## config.mk

```make
export PLATFORM = sky130hd
export DESIGN_NAME = mux_rr_arbiter_flat
export DESIGN_NICKNAME = d
export VERILOG_FILES = /design/src/rtl/mux_rr_arbiter_if.sv /design/src/rtl/mux_rr_arbiter.sv /design/src/flat_wrapper.sv
export SDC_FILE = /design/constraint.sdc
export NUM_CORES = 1
export LEC_CHECK = 0
export CAP_MARGIN = 20
export CORE_AREA = 4 4 224 226
export DETAILED_ROUTE_END_ITERATION = 16
export DIE_AREA = 0 0 228 230
export HOLD_SLACK_MARGIN = 0.08
export SLEW_MARGIN = 5
export SYNTH_ARGS = -nofsm -noshare
export SYNTH_HDL_FRONTEND = slang
export SYNTH_SLANG_ARGS = --single-unit
```

## constraint.sdc

```tcl
create_clock -name clk -period 5.2 [get_ports clk]
set_input_delay 1.56 -clock clk [delete_from_list [all_inputs] [get_ports clk]]
set_output_delay 1.56 -clock clk [all_outputs]
set_load 0.02 [all_outputs]
```

## src/rtl/mux_rr_arbiter_if.sv

```systemverilog
// Requester/consumer channel of the round-robin mux arbiter.
//   req      : per-requester request, bit i = requester i
//   data_in  : packed requester words, requester i at [DATA_WIDTH*i +: DATA_WIDTH]
//   ready    : consumer accepts data_out this cycle
//   gnt      : registered one-hot grant, or 0
//   sel      : registered index of the granted requester (mux select)
//   data_out : selected word
//   valid    : data_out carries a live word
// The arbiter connects through the slave modport; the requester/consumer side
// uses the master modport.
interface mux_rr_arbiter_if #(
    parameter int DATA_WIDTH = 32
);
    logic [15:0]              req;
    logic [16*DATA_WIDTH-1:0] data_in;
    logic                     ready;
    logic [15:0]              gnt;
    logic [3:0]               sel;
    logic [DATA_WIDTH-1:0]    data_out;
    logic                     valid;

    modport master (
        output req, data_in, ready,
        input  gnt, sel, data_out, valid
    );

    modport slave (
        input  req, data_in, ready,
        output gnt, sel, data_out, valid
    );
endinterface

```

## src/rtl/mux_rr_arbiter.sv

```systemverilog
// Round-robin arbiter driving the select of a shared 16x1 word mux.
// Each grant covers at most MAX_BURST transfers; on release the next
// winner is loaded on the same edge, so there is no bubble between grants.
//   clk : rising-edge clock
//   rst : synchronous active-high reset
//   bus : mux_rr_arbiter_if slave (req, data_in, ready in; gnt, sel,
//         data_out, valid out)
//
//   state | meaning
//   ------+------------------------------------------------------------
//   IDLE  | no grant held; gnt=0, sel holds its last value
//   GRANT | requester sel owns the mux; cnt counts its transfers
module mux_rr_arbiter #(
    parameter int DATA_WIDTH = 32,
    parameter int MAX_BURST  = 4
) (
    input logic               clk,
    input logic               rst,
    mux_rr_arbiter_if.slave   bus
);
    typedef enum logic {IDLE, GRANT} state_t;

    localparam logic [4:0] CNT_LAST = 5'(MAX_BURST - 1);

    state_t      state, state_n;
    logic [3:0]  ptr, ptr_n;
    logic [4:0]  cnt, cnt_n;
    logic [15:0] gnt, gnt_n;
    logic [3:0]  sel, sel_n;

    logic [3:0]  search_start;
    logic [3:0]  idx;
    logic [3:0]  win;
    logic        found;
    logic        valid;
    logic        xfer;
    logic        release_grant;

    // A release moves the pointer to sel+1, and the search on that same edge
    // must already use the new pointer, so it is taken from sel directly.
    assign search_start = (state == GRANT) ? sel + 4'd1 : ptr;

    always_comb begin
        found = 1'b0;
        win   = 4'd0;
        idx   = 4'd0;
        for (int i = 0; i < 16; i++) begin
            idx = search_start + 4'(i);
            if (!found && bus.req[idx]) begin
                found = 1'b1;
                win   = idx;
            end
        end
    end

    assign valid         = (state == GRANT) && bus.req[sel];
    assign xfer          = valid && bus.ready;
    assign release_grant = (state == GRANT) &&
                           (!bus.req[sel] || (xfer && cnt == CNT_LAST));

    always_comb begin
        state_n = state;
        ptr_n   = ptr;
        cnt_n   = cnt;
        gnt_n   = gnt;
        sel_n   = sel;
        case (state)
            IDLE: begin
                if (found) begin
                    state_n = GRANT;
                    gnt_n   = 16'h0001 << win;
                    sel_n   = win;
                    cnt_n   = 5'd0;
                end
            end
            GRANT: begin
                if (release_grant) begin
                    ptr_n = sel + 4'd1;
                    if (found) begin
                        gnt_n = 16'h0001 << win;
                        sel_n = win;
                        cnt_n = 5'd0;
                    end else begin
                        state_n = IDLE;
                        gnt_n   = 16'h0000;
                    end
                end else if (xfer) begin
                    cnt_n = cnt + 5'd1;
                end
            end
            default: state_n = IDLE;
        endcase
    end

    always_ff @(posedge clk) begin
        if (rst) begin
            state <= IDLE;
            ptr   <= 4'd0;
            cnt   <= 5'd0;
            gnt   <= 16'h0000;
            sel   <= 4'd0;
        end else begin
            state <= state_n;
            ptr   <= ptr_n;
            cnt   <= cnt_n;
            gnt   <= gnt_n;
            sel   <= sel_n;
        end
    end

    assign bus.gnt      = gnt;
    assign bus.sel      = sel;
    assign bus.valid    = valid;
    assign bus.data_out = bus.data_in[DATA_WIDTH*sel +: DATA_WIDTH];
endmodule
```

## src/flat_wrapper.sv

```systemverilog
// flat-port wrapper written by rule: the top's interface ports become plain ports
module mux_rr_arbiter_flat 
#(
    parameter int DATA_WIDTH = 32,
    parameter int MAX_BURST  = 4
)
  (clk, rst, bus_req, bus_data_in, bus_ready, bus_gnt, bus_sel, bus_data_out, bus_valid);
  mux_rr_arbiter_if #(.DATA_WIDTH(DATA_WIDTH)) bus_i ();
  input logic clk;
  input logic rst;
  input wire logic [$bits(bus_i.req)-1:0] bus_req;
  input wire logic [$bits(bus_i.data_in)-1:0] bus_data_in;
  input wire logic [$bits(bus_i.ready)-1:0] bus_ready;
  output wire logic [$bits(bus_i.gnt)-1:0] bus_gnt;
  output wire logic [$bits(bus_i.sel)-1:0] bus_sel;
  output wire logic [$bits(bus_i.data_out)-1:0] bus_data_out;
  output wire logic [$bits(bus_i.valid)-1:0] bus_valid;
  assign bus_i.req = bus_req;
  assign bus_i.data_in = bus_data_in;
  assign bus_i.ready = bus_ready;
  assign bus_gnt = bus_i.gnt;
  assign bus_sel = bus_i.sel;
  assign bus_data_out = bus_i.data_out;
  assign bus_valid = bus_i.valid;
  mux_rr_arbiter #(.DATA_WIDTH(DATA_WIDTH), .MAX_BURST(MAX_BURST)) u_core (.clk(clk), .rst(rst), .bus(bus_i));
endmodule
```

[Word level (Yosys, flattened, before mapping)]
Cells that the tools add are included.
Operators by class
  add/sub/neg operators: 17
  multiply operators: 0
  divide/modulo/power cells: 0
  order comparisons: 17
  eq/ne operators: 4
  shift operators: 2
  mux-type cells: 81
  bitwise logic cells: 1
  reduce and logical (&&, ||, !) cells: 38
Operators with widths (number)
  $shiftx A512 B10 Y32: 1
  $lt A4 B5 Y1 const B: 17
  $mux W4: 19
  $bmux W1 S4: 17
  $mux W16: 3
  $mux W1: 35
  $add A4 B4 Y4 const B: 8
  $pmux W16 S2: 1
  $logic_and A1 B1 Y1: 19
  $add A4 B3 Y4 const B: 4
  $logic_not A1 Y1: 16
  $shl A1 B4 Y16 const A: 1
  $mux W5: 3
  $pmux W5 S2: 1
  $add A4 B1 Y4 const B: 2
  $add A4 B2 Y4 const B: 2
  $pmux W4 S2: 1
  $add A5 B1 Y5 const B: 1
  $eq A5 B2 Y1 const B: 1
  $reduce_and A2 Y1: 2
  $ne A3 B3 Y1 const B: 1
  $ne A2 B1 Y1 const B: 1
  $ne A2 B2 Y1 const B: 1
  $pmux W1 S2: 1
  other kinds (2): 2
Word-level totals
  bits in registers: 30
  latch bits: 0
  RAM bits: 0
  bits in read-only memories: 0
  input bits: 531
  logic and storage cells: 165
  memories: 0

[Depth between registers and ports, before layout]
Gate-level depths: netlist of run 1.
  depth after elaboration: 54
  gate-level depth with buffers: 17
  mapped depth without buffers: 14

[Worst setup path after synthesis of run 1]
OpenSTA, ideal clock, no wires.
  path kind: reg-to-reg
  start point: register u_core.sel[0], in the netlist u_core.bus.sel[0]
  end point: register u_core.gnt[7], in the netlist u_core.bus.gnt[7]
  arrival time: 4.859 ns
  data required time: 5.099 ns
  setup slack: 0.240 ns
  stages on the path, launching flop included: 16
  cell sequence: dfxtp_1 > ha_1 > mux2i_1 > clkbuf_1 > ha_1 > clkbuf_1 > clkinv_1 > mux4_2 > mux2i_1 > a211o_1 > or3_4 > or4_1 > o41a_1 > o21a_1 > buf_6 > o41ai_1
Between the ends
  longest elaborated chain between the ends: 54
Ends and longest elaborated chain
  start, declared: line mux_rr_arbiter.sv:29  | logic [3:0] sel, sel_n;
  start signal, assigned: line mux_rr_arbiter.sv:107  | sel <= sel_n;
  parallel branches: the longest is 54 deep, another holds $add A4 B1 Y4
  end signal, assigned: line mux_rr_arbiter.sv:106  | gnt <= gnt_n;
  end, declared: line mux_rr_arbiter.sv:28  | logic [15:0] gnt, gnt_n;
Parallel ways; which one is timed is not known. The select of a mux whose other input is x is not followed.
A chain may end at the register's enable or synchronous reset.

[Worst setup path after layout of run 1]
  start point: input bus_data_in[371]
  end point: output bus_data_out[19]
Between the ends
  longest elaborated chain between the ends: 1
Ends and longest elaborated chain
  start, declared: line flat_wrapper.sv:12  | input wire logic [$bits(bus_i.data_in)-1:0] bus_data_in;
  $shiftx A512 B10 Y32: line mux_rr_arbiter.sv:114  | assign bus.data_out = bus.data_in[DATA_WIDTH*sel +: DATA_WIDTH];
  end, declared: line flat_wrapper.sv:16  | output wire logic [$bits(bus_i.data_out)-1:0] bus_data_out;
Every way passes these cells.

==> results of run 1 <==
==> registers in the layout (all words and copies together) (netlist names) <==
name / cells
u_core.state: 1
u_core.ptr: 4
u_core.bus.sel: 4
u_core.cnt: 5
u_core.bus.gnt: 16
==> layer usage <==
| metal | up-vias | share of wire (%) | track usage, % |
|---|---|---|---|
| li1 | 3861 | - | - |
| met1 | 4436 | 37 | 21.90 |
| met2 | 590 | 50 | 33.54 |
| met3 | 68 | 9.9 | 6.777 |
| met4 | 12 | 2.2 | 3.368 |
| met5 | - | 0.16 | 0 |
==> report_power, final <==
part	internal, uW	switching [uW]
clock	189	99.7
sequential	283	38.8
combinational	2650	3080
total	3130	3220
==> cell type report <==
cell class / instances / area (um^2)
fillers: 4996 / 33920
multi-input cells: 519 / 6571
repair buffers: 639 / 6242
well taps: 622 / 778.2
flip-flops and latches: 30 / 613.1
clock buffers: 7 / 142.6
inverters: 7 / 33.78
diodes: 13 / 32.53
clock inverters: 1 / 5.005
==> cells in the final DEF (no fill, tap or decap), drive strengths merged, types with 3 or more instances in the layout <==
cell,synthesis,routed
a2111oi,3,3
a211o,8,8
a211oi,8,8
a21o,5,5
a21oi,15,15
a22o,4,4
a31oi,7,7
and2,6,6
and3,7,7
buf,26,72
clkbuf,30,7
clkdlybuf4s50,0,560
dfxtp,30,30
diode,0,13
dlygate4sd2,0,4
ha,9,9
inv,6,6
mux2,9,9
mux2i,46,46
mux4,178,178
nand2,47,47
nand2b,3,3
nand3,16,16
nand4,7,7
nor2,37,37
nor2b,5,5
nor3,7,7
o211ai,4,4
o21a,3,3
o21ai,18,18
o221ai,3,3
o31ai,4,4
o41ai,16,16
xnor2,9,9
xor2,4,4
==> cells by family (layout without fill, tap and decap cells) <==
group | Yosys count | after routing | share of synthesized area (%)
mux | 233 | 233 | 61.73
xor+xnor | 13 | 13 | 2.580
fa+ha+maj | 9 | 9 | 1.508
other cells | 0 | 13 | 0
flops | 30 | 30 | 8.040
compound gates | 119 | 119 | 12.36
simple gates | 145 | 145 | 9.766
buf+inv | 63 | 654 | 4.020
==> worst reg2reg max path, delay by kind of cell (launching register included) <==
family | cells | cell delay (ns)
AOI/OAI and AO/OA | 4 | 1.03
and+or+nand+nor | 3 | 0.67
DFF | 1 | 0.60
xor gates and xnor gates | 1 | 0.25
muxes | 2 | 1.09
adders and majority gates | 1 | 0.43
buffers and inverters | 4 | 0.75
==> how the worst min path moves through the flow <==
stage	start	endpoint	slack [ns]	cells after the start
final	u_core.bus.gnt[2]$_SDFFE_PP0P_	u_core.bus.gnt[2]$_SDFFE_PP0P_	0.45	2
after global placement	u_core.bus.gnt[2]$_SDFFE_PP0P_	u_core.bus.gnt[2]$_SDFFE_PP0P_	0.44	2
after floorplan	u_core.ptr[1]$_SDFFE_PP0P_	u_core.ptr[1]$_SDFFE_PP0P_	0.46	2
after global routing	u_core.bus.gnt[3]$_SDFFE_PP0P_	u_core.bus.gnt[3]$_SDFFE_PP0P_	0.48	2
after detailed placement	u_core.bus.gnt[2]$_SDFFE_PP0P_	u_core.bus.gnt[2]$_SDFFE_PP0P_	0.44	2
after CTS	u_core.bus.gnt[2]$_SDFFE_PP0P_	u_core.bus.gnt[2]$_SDFFE_PP0P_	0.46	2
==> metrics by stage <==
stage	power [uW]	util, %	setup slack [ns]	cells
detailed placement	6075	29.45	-0.3020	1817
finish	6350	29.83	0.02246	1838
CTS	6379	29.75	0.004939	1825
global route	6715	29.77	0.0007054	1827
global placement	6048	29.45	-0.3069	1817
floorplan	3811	-	0.2399	612
==> timing repair <==
item                                    CTS  global route
endpoints found under the setup margin    5             2
gates cloned                              0             0
resized for setup                         8             2
==> flow_metrics.env, run 1 <==
export IMPL_r2r_start="u_core.state$_SDFF_PP0_"
export IMPL_syn_num_nets=1152
export IMPL_grt_max_degree=136
export IMPL_cts_buffers=5
export IMPL_slowest_stage="clkdlybuf4s50_1"
export IMPL_tns_ns=0
export IMPL_yosys_area_top_type="mux4_2"
export IMPL_endpoint="bus_data_out[19]"
export IMPL_drt_iter0_drc=646
export IMPL_core_area_um2=48340
export IMPL_grt_antenna_before_repair=33
export IMPL_async_flop_share_pct=0
export IMPL_cpLargestDelayFamily="buffers and inverters"
export IMPL_syn_mean_instance_area_um2=12.21
export IMPL_antenna_left=0
export IMPL_slowest_delay_ns=0.56
export IMPL_final_max_slew_viol_count=0
export IMPL_ys_warn_count=0
export IMPL_path_cells="clkdlybuf4s50_1, mux4_2, mux4_2, clkdlybuf4s50_1"
export IMPL_synth_cells=612
export IMPL_synth_edf_count=0
export IMPL_power_density_nw_per_um2=440.4
export IMPL_clock_sinks=30
export IMPL_synth_seq_area_share_pct=8.040
export IMPL_crit_fanout=1
export IMPL_grt_pass1_vias=9327
export IMPL_cts_hold_buf=0
export IMPL_post_cts_setup_buffers=0
export IMPL_yosys_top_cells_count="178 x mux4_2, 46 x nand2_1, 40 x mux2i_1"
export IMPL_period_minus_slack_ns=5.178
export IMPL_postLayoutCellArea_um2=14420
export IMPL_synth_most_common_cell="mux4_2"
export IMPL_worstSetupPathType="in -> out"
export IMPL_synth_cell_types=76
export IMPL_ir_drop_mv=0.2582
export IMPL_grt_use_total_pct=18.78
export IMPL_fmax_mhz=193.1
export IMPL_rows=81
export IMPL_tritoncts="built"
export IMPL_vias_per_cell=4.879
export IMPL_clockBufferDepth=2
export IMPL_gp_routability_congestion=0.9206
export IMPL_grt_setup_unrepaired="no"
export IMPL_nNetsFinal=1742
export IMPL_reg2reg_to="u_core.bus.gnt[6]$_SDFFE_PP0P_"
export IMPL_synthFlopType="dfxtp_1"
export IMPL_insertion_delay_ns=0.27
export IMPL_drtPass1Iterations=4
export IMPL_portBuffers=583
export IMPL_post_route_period_util_pct=99.57
export IMPL_via_count=8967
export IMPL_start_util_pct=15.45
export IMPL_route_detailed_drc=0
export IMPL_die_area_um2=52440
export IMPL_finClkSkew_ns=0.002790
export IMPL_dpl_cell_area_um2=14230
export IMPL_hold_ws_ns=0.4485
export IMPL_regToRegSetupSlack_ns=0.29
export IMPL_routed_wl_um=52390
export IMPL_startpoint="bus_data_in[371]"
export IMPL_status="complete, no violations"
export IMPL_relSlewSlack_pct=29.54
export IMPL_p_leak_uw=0.004945
export IMPL_grt_pass1_wl_um=70990
export IMPL_worst_setup_path_end_kind="output pin"
export IMPL_wire_per_inst_um=28.50
export IMPL_fp_dieW_um=228
export IMPL_areaGrowthSynthToFinish_pct=93.03
export IMPL_io_pin_count=584
export IMPL_root_buffer="clkbuf_16"
export IMPL_holdCritPathClass="reg -> reg"
export IMPL_worst_slew_pin_slew_ns=1.057
export IMPL_critPathLaunchType="primary input"
export IMPL_die_h_um=230
export IMPL_grt_remaining_overflow=0
export IMPL_maxCapViolations=0
export IMPL_finalSetupViolations=0
export IMPL_hpwlAfterDp_um=46210
export IMPL_final_layout_size_suffix_gt1_share_pct=24.85
export IMPL_crit_buf_inv=2
export IMPL_cp_depth=4
export IMPL_netlist_area_um2=7470
export IMPL_finalHoldViolCount=0
export IMPL_ff2ff_path_depth=15
export IMPL_clk_pin_slew_worst_paths_ns=0.05
export IMPL_worstPathArrival_ns=3.62
export IMPL_required_ns=3.64
export IMPL_ys_top_cells_by_area="mux4_2 54%, dfxtp_1 8.0%, mux2i_1 5.4%, nand2_1 2.3%, nor2_1 1.9%"
export IMPL_netlist_area_leader_share_pct=53.67
export IMPL_cts_htree_levels=2
export IMPL_synth_seq_cells=30
No activity file was read; power rests on OpenSTA's default activity.
==> run 2: changes to the inputs <==
Settings changed: HOLD_SLACK_MARGIN 0.08 to not set, PLACE_DENSITY_LB_ADDON set to 0.2.
Clock period 5.2 ns to 5.7 ns, I/O delays scaled along.
==> run 2 against run 1 <==
Final cell count shrank 2.4%; routed wire length grew 6.5%; clock skew grew 0.0041 ns; via count shrank 2.6%; sequential share of layout area grew 0.077 points; cell area shrank 1.8%; combinational power shrank 12%; die area is the same; sequential cell count is the same; critical path type unchanged; largest cell class unchanged.
==> flow_metrics.env, run 2 (same netlist as run 1, synthesis figures left out) <==
export IMPL_status="complete, no violations"
export IMPL_die_h_um=230
export IMPL_final_max_slew_viol_count=0
export IMPL_fp_dieW_um=228
export IMPL_required_ns=3.99
export IMPL_crit_fanout=1
export IMPL_cts_htree_levels=2
export IMPL_p_leak_uw=0.004754
export IMPL_worst_slew_pin_slew_ns=1.207
export IMPL_finalSetupViolations=0
export IMPL_antenna_left=0
export IMPL_via_count=8735
export IMPL_portBuffers=583
export IMPL_fillCellCount=4964
export IMPL_power_density_nw_per_um2=399.7
export IMPL_finClkSkew_ns=0.006850
export IMPL_final_common_cell="clkdlybuf4s50_1"
export IMPL_start_util_pct=15.45
export IMPL_tritoncts="built"
export IMPL_core_area_um2=48340
export IMPL_dpl_worst_slack_ns=0.005654
export IMPL_largest_register_ffs=16
export IMPL_io_pin_count=584
export IMPL_dp_cells=1782
export IMPL_worstSetupPathType="in -> out"
export IMPL_gp_routability_congestion=0.9189
export IMPL_grt_remaining_overflow=0
export IMPL_worst_setup_path_end_kind="output pin"
export IMPL_drtPass1Iterations=5
export IMPL_critPathLaunchType="primary input"
export IMPL_grt_use_total_pct=20.18
export IMPL_hpwlAfterDp_um=48900
export IMPL_maxCapViolations=0
export IMPL_slowest_delay_ns=0.65
export IMPL_wire_per_inst_um=31.11
export IMPL_slowest_stage="clkdlybuf4s50_1"
export IMPL_die_area_um2=52440
export IMPL_path_cells="clkdlybuf4s50_1, mux4_2, mux4_2, clkdlybuf4s50_1"
export IMPL_clockBufferDepth=2
export IMPL_post_route_period_util_pct=99.08
export IMPL_fmax_mhz=177.1
export IMPL_relSlewSlack_pct=19.56
export IMPL_clock_sinks=30
export IMPL_post_cts_setup_buffers=0
export IMPL_grt_pass1_vias=9208
export IMPL_top_regs="u_core.bus.gnt: 16 flops, u_core.cnt: 5 flops"
export IMPL_holdPathStages=2
export IMPL_final_cell_mix="573 x clkdlybuf4s50_1, 178 x mux4_2, 46 x nand2_1, 40 x mux2i_1, 37 x nor2_1"
export IMPL_routed_wl_um=55780
export IMPL_areaGrowthSynthToFinish_pct=89.58
export IMPL_root_buffer="clkbuf_16"
export IMPL_grt_setup_unrepaired="no"
export IMPL_final_layout_size_suffix_gt1_share_pct=22.00
export IMPL_cts_hold_buf=0
export IMPL_cts_resized=0
export IMPL_instances_no_fill=1793
export IMPL_cts_buffers=5
export IMPL_rows=81
export IMPL_holdCritPathClass="reg -> reg"
export IMPL_ff2ff_path_depth=11
export IMPL_nNetsFinal=1707
export IMPL_regMostFlops="u_core.bus.gnt"
export IMPL_worstPathArrival_ns=3.94
export IMPL_hold_ws_ns=0.4563
export IMPL_vias_per_cell=4.872
export IMPL_grt_max_degree=136
export IMPL_grt_pass1_wl_um=75260
export IMPL_period_minus_slack_ns=5.648
export IMPL_route_detailed_drc=0
export IMPL_fin_ws_ns=0.05233
export IMPL_finalHoldViolCount=0
export IMPL_grt_antenna_before_repair=37
export IMPL_insertion_delay_ns=0.27
export IMPL_drt_iter0_drc=604
export IMPL_clk_pin_slew_worst_paths_ns=0.05
export IMPL_ir_drop_mv=0.2622
-- run 2: changes by cell type in the layout (fill, tap and decap cells not counted), sizes merged --
cell           change
buf               -41
clkbuf             +1
clkdlybuf4s15      -1
clkdlybuf4s50     +13
clkinv             -1
diode             -10
dlygate4sd2        -4
dlymetal6s2s       -2
-- run 2: worst paths after layout --
path	startpoint	to	slack (ns)
worst min register to register	u_core.bus.gnt[3]$_SDFFE_PP0P_	u_core.bus.gnt[3]$_SDFFE_PP0P_	0.46
worst min-delay path	u_core.bus.gnt[3]$_SDFFE_PP0P_	u_core.bus.gnt[3]$_SDFFE_PP0P_	0.46
worst max-delay path	bus_data_in[401]	bus_data_out[17]	0.05
worst max register to register	u_core.state$_SDFF_PP0_	u_core.bus.gnt[4]$_SDFFE_PP0P_	0.46
-- run 2: layer usage --
layer	part of all wire (%)	global-route usage [%]
met2	53	38.04
met1	39	24.33
met3	6.9	4.844
met5	0.20	0
met4	1.1	1.339
-- run 2: final cells by class --
| class | count | area [um^2] | share of cell area [%] |
|---|---|---|---|
| antenna | 3 | 7.507 | 0.05301 |
| sequential | 30 | 613.1 | 4.329 |
| multi-input combinational | 519 | 6569 | 46.39 |
| inverter | 7 | 33.78 | 0.2386 |
| timing repair buffer | 604 | 5993 | 42.32 |
| clock buffer | 8 | 166.4 | 1.175 |
| tap | 622 | 778.2 | 5.496 |
-- run 2: worst max-delay path, delay by kind of cell --
family	cells	cell delay, ns
multiplexers	2	1.06
buffers and inverters	2	1.16
-- run 2: power by group --
group	switching, uW	leakage [uW]	internal (uW)
combinational	2760	0.00442	2300
sequential	50.4	0.000246	259
clock	89.2	0.0000832	197
total	2900	0.00475	2760
-- run 2: per-stage QoR --
stage | setup TNS [ns] | power (uW) | area, um^2 | util, %
after floorplan | 0 | 3477 | 7470 | -
after global placement | -0.01805 | 5405 | 13990 | 28.93
after detailed placement | 0 | 5396 | 13990 | 28.93
after CTS | 0 | 5708 | 14150 | 29.28
after global routing | 0 | 5998 | 14160 | 29.28
final | 0 | 5660 | 14160 | 29.29
==> run 3: changes to the inputs <==
Clock period 5.7 ns to 4.55 ns, I/O delays scaled along.
==> run 3 against run 2 <==
The run now ends with setup timing left; global-route usage increased by 0.21 points; routed wire length increased by 1.4%; register-to-register slack got worse by 0.17 ns; sequential power increased by 25%; via count increased by 4.8%.
==> flow_metrics.env, run 3 (same netlist as run 1, synthesis figures left out) <==
export IMPL_crit_fanout=1
export IMPL_gp_routability_congestion=0.9215
export IMPL_clockBufferDepth=2
export IMPL_hpwlAfterDp_um=49850
export IMPL_critPathLaunchType="primary input"
export IMPL_fin_ws_ns=-0.02248
export IMPL_maxCapViolations=0
export IMPL_r2r_start="u_core.bus.sel[1]$_SDFFE_PP0P_"
export IMPL_rows=81
export IMPL_met3_usage_pct=4.918
export IMPL_regMostFlops="u_core.bus.gnt"
export IMPL_violations="setup timing"
export IMPL_fmax_mhz=218.7
export IMPL_power_total_uw=8409
export IMPL_status="complete, but fails checks"
export IMPL_grt_max_degree=91
export IMPL_drtPass1Iterations=5
export IMPL_finClkSkew_ns=0.009015
export IMPL_grt_pass1_wl_um=76530
export IMPL_die_h_um=230
export IMPL_worst_slew_pin_slew_ns=0.6812
export IMPL_final_layout_size_suffix_gt1_share_pct=33.05
export IMPL_grt_use_met1_pct=24.58
export IMPL_antenna_left=0
export IMPL_relSlewSlack_pct=54.58
export IMPL_cts_htree_levels=2
export IMPL_largest_register_ffs=16
export IMPL_vias_per_cell=4.778
export IMPL_cts_hold_buf=0
export IMPL_final_common_cell="clkdlybuf4s50_1"
export IMPL_clk_pin_slew_worst_paths_ns=0.06
export IMPL_die_area_um2=52440
export IMPL_worstPathArrival_ns=3.21
export IMPL_start_util_pct=15.45
export IMPL_tritoncts="built"
export IMPL_instances_no_fill=1916
export IMPL_finalSetupViolations=1
export IMPL_fillCellCount=4919
export IMPL_grtUsageMet2_pct=36.95
export IMPL_root_buffer="clkbuf_16"
export IMPL_period_minus_slack_ns=4.572
export IMPL_route_detailed_drc=0
export IMPL_postLayoutCellArea_um2=15390
export IMPL_hold_ws_ns=0.4561
export IMPL_via_count=9154
export IMPL_io_pin_count=584
export IMPL_final_cell_mix="525 x clkdlybuf4s50_1, 178 x mux4_2, 136 x buf_4, 46 x nand2_1, 37 x nor2_1"
export IMPL_grt_remaining_overflow=0
export IMPL_drt_iter0_drc=543
export IMPL_ir_drop_mv=0.2818
export IMPL_final_max_slew_viol_count=0
export IMPL_p_leak_uw=0.005598
export IMPL_routed_wl_um=56570
export IMPL_fin_util_pct=31.84
export IMPL_areaGrowthSynthToFinish_pct=106.1
export IMPL_dp_cells=1889
export IMPL_grt_antenna_before_repair=38
export IMPL_nNetsFinal=1825
export IMPL_grt_pass1_vias=9797
export IMPL_wire_per_inst_um=29.53
export IMPL_power_density_nw_per_um2=546.3
export IMPL_dpl_cell_area_um2=14870
export IMPL_fp_dieW_um=228
export IMPL_finalHoldViolCount=0
export IMPL_worstSetupPathType="in -> out"
export IMPL_post_route_period_util_pct=100.5
export IMPL_grt_busiest_layer="met2"
export IMPL_startpoint="bus_data_in[161]"
export IMPL_grt_use_total_pct=20.39
export IMPL_clock_sinks=30
export IMPL_cts_buffers=5
export IMPL_portBuffers=583
export IMPL_min_from="u_core.bus.gnt[0]$_SDFFE_PP0P_"
export IMPL_core_area_um2=48340
export IMPL_grt_setup_unrepaired="no"
export IMPL_required_ns=3.18
export IMPL_holdCritPathClass="reg -> reg"
export IMPL_top_regs="u_core.bus.gnt: 16 flops, u_core.cnt: 5 flops"
export IMPL_insertion_delay_ns=0.28
export IMPL_worst_setup_path_end_kind="output pin"
==> run 3: changes by cell type in the layout (fill, tap and decap cells not counted), sizes merged <==
| cell | change |
|---|---|
| buf | +124 |
| clkdlybuf4s50 | -48 |
| dlygate4sd2 | +24 |
| dlymetal6s2s | +13 |
| diode | +5 |
| clkdlybuf4s15 | +3 |
| clkinv | +1 |
| clkinvlp | +1 |
==> run 3: critical path: stages <==
cell and delay [ns]:
clkdlybuf4s50_1 0.48, mux4_2 0.51, mux4_2 0.50, dlygate4sd2_1 0.35
==> run 3: worst paths after layout <==
path / slack, ns / endpoint / depth (start not counted)
hold reg to reg: 0.46 / u_core.bus.gnt[0]$_SDFFE_PP0P_ / 2
setup reg to reg: 0.29 / u_core.bus.gnt[6]$_SDFFE_PP0P_ / 15
hold / removal: 0.46 / u_core.bus.gnt[0]$_SDFFE_PP0P_ / 2
setup / recovery: -0.02 / bus_data_out[1] / 4
==> run 3: report_power, final <==
part / internal, uW / leakage (uW) / switching (uW)
clock: 216 / 0.0000729 / 125
sequential: 324 / 0.000246 / 61.6
combinational: 3770 / 0.00528 / 3920
total: 4310 / 0.00560 / 4100
==> run 3: what timing repair did <==
action,in CTS,in global routing
buffers inserted,1,10
cloned,0,0
pin swaps,2,10
hold endpoints to repair,0,0
gates resized for setup,51,65
endpoints found under the setup margin,36,29
==> run 3: layer usage <==
layer | part of all wire (%) | vias up
met1 | 39 | 4560
li1 | - | 4024
met5 | 0.14 | -
met2 | 51 | 478
met4 | 2.3 | 12
met3 | 7.1 | 80
==> run 3: area by class of cell <==
type / instances / area [um^2] / share of cell area [%]
Multi-Input combinational cell: 519 / 6820 / 44.31
Tap cell: 622 / 778.2 / 5.056
Sequential cell: 30 / 613.1 / 3.983
Timing Repair Buffer: 722 / 6974 / 45.31
Clock buffer: 6 / 138.9 / 0.9023
Antenna cell: 8 / 20.02 / 0.1301
Clock inverter: 2 / 12.51 / 0.08129
Inverter: 7 / 35.03 / 0.2276
==> run 3: through the flow <==
step / setup WS (ns) / setup TNS (ns)
3_5_place_dp: -0.5091 / -9.637
2_1_floorplan: 0.08445 / 0
4_1_cts: -0.01788 / -0.01788
6_report: -0.02248 / -0.02248
5_1_grt: 0.002327 / 0
3_3_place_gp: -0.5218 / -10.32
